### src/rtl/add_rr_arbiter_pkg.sv
// Shared types for the round-robin adder arbiter: FSM states, requester
// index type and a one-hot helper used for the ack / rsp_valid vectors.
package add_rr_arbiter_pkg;

    localparam int N_REQ = 2;

    typedef enum logic [1:0] {
        IDLE = 2'd0,
        EXEC = 2'd1,
        RESP = 2'd2
    } state_t;

    typedef logic [$clog2(N_REQ)-1:0] req_idx_t;

    // One-hot vector with only the bit of requester idx set.
    function automatic logic [N_REQ-1:0] idx_onehot(input req_idx_t idx);
        logic [N_REQ-1:0] oh;
        oh      = '0;
        oh[idx] = 1'b1;
        return oh;
    endfunction

endpackage

### src/rtl/add_rr_arbiter_rr_arb2.sv
// Two-way round-robin selector. A lone request wins outright; on a tie the
// requester that was not served last wins.
module rr_arb2
    import add_rr_arbiter_pkg::*;
(
    input  logic [N_REQ-1:0] req,
    input  req_idx_t         last_served,
    output req_idx_t         grant
);

    // Pick the winner from the request pattern and the last-served index.
    always_comb begin
        grant = '0;
        case (req)
            2'b01:   grant = req_idx_t'(0);
            2'b10:   grant = req_idx_t'(1);
            2'b11:   grant = ~last_served;
            default: grant = '0;
        endcase
    end

endmodule

### src/rtl/add_rr_arbiter.sv
// Arbitrates two requesters onto one external combinational adder.
// Handshake: a requester holds req and its operands until ack pulses; the
// result is then presented with rsp_valid[g] and held until rsp_ready[g]=1
// is seen at a rising edge, which completes the transfer.
module add_rr_arbiter
    import add_rr_arbiter_pkg::*;
#(
    parameter int W = 128
)
(
    input  logic             CLK_50,
    input  logic             reset,
    input  logic [N_REQ-1:0] req,
    input  logic [W-1:0]     a0,
    input  logic [W-1:0]     b0,
    input  logic             cin0,
    input  logic [W-1:0]     a1,
    input  logic [W-1:0]     b1,
    input  logic             cin1,
    output logic [N_REQ-1:0] ack,
    output logic [N_REQ-1:0] rsp_valid,
    input  logic [N_REQ-1:0] rsp_ready,
    output logic [W-1:0]     rsp_s,
    output logic             rsp_cout,
    output logic [W-1:0]     add_a,
    output logic [W-1:0]     add_b,
    output logic             add_cin,
    input  logic [W-1:0]     add_s,
    input  logic             add_cout,
    output state_t           dbg_state
);

    state_t       state;
    state_t       state_next;
    req_idx_t     grant_q;
    req_idx_t     last_served;
    req_idx_t     arb_grant;
    logic [W-1:0] op_a;
    logic [W-1:0] op_b;
    logic         op_cin;
    logic [W-1:0] rsp_s_q;
    logic         rsp_cout_q;

    rr_arb2 u_rr_arb2 (
        .req         (req),
        .last_served (last_served),
        .grant       (arb_grant)
    );

    // State register plus operand / result / last-served bookkeeping.
    always_ff @(posedge CLK_50) begin
        if (reset) begin
            state       <= IDLE;
            grant_q     <= '0;
            last_served <= req_idx_t'(1);  // requester 0 wins the first tie
            op_a        <= '0;
            op_b        <= '0;
            op_cin      <= 1'b0;
            rsp_s_q     <= '0;
            rsp_cout_q  <= 1'b0;
        end else begin
            state <= state_next;
            case (state)
                IDLE: begin
                    if (req != '0) begin
                        grant_q <= arb_grant;
                        op_a    <= arb_grant[0] ? a1   : a0;
                        op_b    <= arb_grant[0] ? b1   : b0;
                        op_cin  <= arb_grant[0] ? cin1 : cin0;
                    end
                end
                EXEC: begin
                    rsp_s_q    <= add_s;
                    rsp_cout_q <= add_cout;
                end
                RESP: begin
                    if (rsp_ready[grant_q]) begin
                        last_served <= grant_q;
                    end
                end
                default: ;
            endcase
        end
    end

    // Next-state and handshake outputs; ack is the single EXEC cycle.
    always_comb begin
        state_next = state;
        ack        = '0;
        rsp_valid  = '0;
        case (state)
            IDLE: begin
                if (req != '0) begin
                    state_next = EXEC;
                end
            end
            EXEC: begin
                ack        = idx_onehot(grant_q);
                state_next = RESP;
            end
            RESP: begin
                rsp_valid = idx_onehot(grant_q);
                if (rsp_ready[grant_q]) begin
                    state_next = IDLE;
                end
            end
            default: state_next = IDLE;
        endcase
    end

    assign add_a     = op_a;
    assign add_b     = op_b;
    assign add_cin   = op_cin;
    assign rsp_s     = rsp_s_q;
    assign rsp_cout  = rsp_cout_q;
    assign dbg_state = state;

endmodule
### config.mk
export PLATFORM = sky130hd
export DESIGN_NAME = add_rr_arbiter
export DESIGN_NICKNAME = d
export VERILOG_FILES = /design/src/rtl/add_rr_arbiter_pkg.sv /design/src/rtl/add_rr_arbiter_rr_arb2.sv /design/src/rtl/add_rr_arbiter.sv
export SDC_FILE = /design/constraint.sdc
export NUM_CORES = 1
export LEC_CHECK = 0
export CAP_MARGIN = 15
export CORE_AREA = 2 2 406 408
export CTS_BUF_LIST = sky130_fd_sc_hd__clkbuf_4
export DETAILED_ROUTE_END_ITERATION = 12
export DIE_AREA = 0 0 408 410
export PLACE_DENSITY = 0.36
export SYNTH_ARGS = -nofsm -noshare
export SYNTH_HDL_FRONTEND = slang
export SYNTH_SLANG_ARGS = --single-unit
### constraint.sdc
create_clock -name CLK_50 -period 2.7 [get_ports CLK_50]
set_clock_uncertainty 0.1 [all_clocks]
set_input_delay 0.675 -clock CLK_50 [delete_from_list [all_inputs] [get_ports CLK_50]]
set_output_delay 0.675 -clock CLK_50 [all_outputs]
set_load 0.01 [all_outputs]
==> results.ini <==
[finish]
nFillCells = 18200
drive_gt1_share_pct = 21.2
syn_to_final_growth_pct = 119
stdcell_area_sq_um = 38100
fin_nets = 4360

[timing]
hold_viol_final = 0
slew_headroom_pct = 53.2
slew_violations = 0
setup_ws_ns = 0.0148
setup_violations = 0
fmax_mhz = 372
timing.final.crit_share_pct = 99.5
setup-tns-final_ns = 0
rsz0062_at_grt = yes
final.min_clock_period_ns = 2.69
tightest_slew_ns = 0.702

[min_path]
hp-class = input pin to register

[synthesis]
yosysTopAreaCell = dfxtp_1
synthAdderAreaFrac_pct = 0
synth_cell_types = 22
ys_warn_count = 0
netlist_top_cells_count = 774 x nand2_1, 390 x dfxtp_1, 388 x a21oi_1
ys_seq_area_share_pct = 44.8
synth_nets = 2694
synth_top_family_by_area = compound AO/OA/AOI/OAI gates
synth-xor-area-share_pct = 0
yosysMostFrequentCell = nand2_1
synthSimpleGateAreaFrac_pct = 17.1
syn_inst = 2045
ys_seq_elements = 390
avgSynthCellArea_sq_um = 8.53
synth_mux_area_share_pct = 0.0645
syn_area_sq_um = 17400
ys.flop_type = dfxtp_1
yosysTopAreaCellShare_pct = 44.8
synth_edf_count = 0
synth_compound_area_share_pct = 32.2
async_flop_share_pct = 0
synth.area.top_cells = dfxtp_1 45%, a311oi_2 19%, nand2_1 17%

[floorplan]
io_pins = 1041
core.rowCount = 149
start_util_pct = 10.7
dieArea_sq_um = 167000
fp.dieH_um = 410
die_width_um = 408
core_sq_um = 163000

[critical_path]
critPathBufInv = 2
crit_chain = nand2b_4 -> buf_16 -> nor2_4 -> buf_6
crit_slowest_cell = dfxtp_4
required_ns = 1.92
criticalPathCategory = register to primary output
crit_path_end_kind = primary output
cp_max_fo = 3
cpPeakStageDelay_ns = 0.35
arrival_ns = 1.91
cpLargestDelayFamily = flip-flops
cp-start-kind = register

[global_routing]
grt_pass1_wl_um = 181000
grt_max_degree = 77
grt_pass1_vias = 24200
overflow = 0
grt_usage_pct = 15.0
antenna_found_initial = 46

[placed_design]
dp_hpwl_um = 97100
gp_congestion = 0.795
io_buffer_count = 1040
dpl_worst_slack_ns = 0.0272
place_area_sq_um = 30800

[clock_tree]
clk_pin_slew_ns = 0.06
cts_inserted_buffers = 134
htreeDepth = 4
cts_tree = built
clock-sinks = 390
root_buffer = clkbuf_4
insertion_delay_ns = 1.04
cts_buffer_depth = 3

[power]
peakVddDrop_mv = 0.373
p_per_area_nw_per_um2 = 520
leakagePower_nw = 15.0
totalPowerFinal_mw = 19.9

[route]
drt-initial-drc-count = 997
vias = 22600
drc_errors = 0
wirelength_um = 130000
routed_via_density = 3.76
ant_nets = 0
firstDrtPassIters = 5
wire_per_inst_um = 21.7

[run_status]
status = finished, final reports clean

[job]
cap_violations = 0

==> metal layers <==
layer	track usage [%]	vias up	wire length, um
li1	-	10600	-
met1	15.7	10900	48500
met2	27.3	845	67600
met3	5.21	226	9770
met4	6.07	6	4530
met5	0	-	41
==> path summary, 6_finish.rpt <==
kind | startpoint | to | depth (start not counted) | slack, ns
setup reg to reg | dbg_state[1] | add_b[83] | 7 | 0.13
setup / recovery | dbg_state[1] | ack[1] | 4 | 0.01
hold / removal | b0[48] | add_b[48] | 3 | 0.19
hold reg to reg | rsp_s[83] | rsp_s[83] | 2 | 0.35
==> stage by stage <==
step / hold WS, ns / utilization, % / cells
CTS: 0.00342 / 23.2 / 5984
global placement: 0.342 / 18.8 / 5156
floorplan: 0.381 / - / 2045
detailed placement: 0.346 / 18.8 / 5156
finish: 0.192 / 23.3 / 6019
global route: 0.00158 / 23.3 / 6017
==> where the power goes <==
part	total [mW]	leakage (nW)	internal (mW)	switching [mW]
Sequential	6.79	3.25	6.39	0.403
Combinational	6.44	10.8	3.35	3.09
Clock	6.62	0.963	3.31	3.30
Total	19.9	15.0	13.1	6.80
==> cell usage in the layout (no fill, tap or decap), types with 2 or more instances in the layout <==
master	Yosys	final
dlygate4sd2_1	0	132
clkdlybuf4s50_1	0	647
nand2_1	774	774
o21ai_0	2	2
clkinvlp_4	0	3
buf_8	0	2
clkinv_1	0	16
nand2b_4	0	2
buf_2	26	118
dlygate4sd3_1	0	598
dfxtp_4	0	20
buf_16	0	3
clkdlybuf4s15_1	0	51
buf_6	26	4
dfxtp_2	0	30
clkbuf_4	0	188
a21oi_1	388	388
a311oi_2	219	219
dfxtp_1	390	340
nor2b_1	3	2
clkinv_2	0	3
nor2_4	1	4
a311oi_1	38	38
clkdlybuf4s15_2	0	72
inv_2	0	2
buf_12	0	35
bufbuf_16	0	3
inv_6	0	7
buf_4	0	78
diode_2	0	34
==> state kept, by name, indices dropped and copies added (netlist names) <==
| register | flops |
|---|---|
| grant_q | 1 |
| rsp_cout | 1 |
| add_b | 128 |
| rsp_s | 128 |
| add_cin | 1 |
| dbg_state | 2 |
| last_served | 1 |
| add_a | 128 |
==> logic make-up after synthesis <==
logic type,after synthesis
flip-flops,390
AND/OR/NAND/NOR,786
multiplexers,1
AO/OA/AOI/OAI,651
buffers and inverters,217
==> tightest hold or removal path: stages <==
cell and delay, ns:
clkdlybuf4s50_1 0.46, nand2_1 0.13, a311oi_2 0.10
==> repair_timing <==
action                     in CTS  in global routing
pin swaps                       0                  1
setup buffers                   6                  0
hold buffers                  598                  0
gates cloned                    3                  1
setup endpoints to repair     391                 23
hold endpoints to repair      383                  0
resized for setup            1128                  3
==> area by class of cell <==
| class | count | area (sq um) | share of cell area (%) |
|---|---|---|---|
| antenna | 34 | 85.1 | 0.223 |
| clock buffer | 188 | 1410 | 3.70 |
| clock inverter | 33 | 213 | 0.558 |
| inverter | 2 | 7.51 | 0.0197 |
| multi-input combinational | 1438 | 8660 | 22.7 |
| sequential | 390 | 7920 | 20.8 |
| tap | 2189 | 2740 | 7.18 |
| timing repair buffer | 1745 | 17100 | 44.8 |
Power figures use the tool's default switching activity.
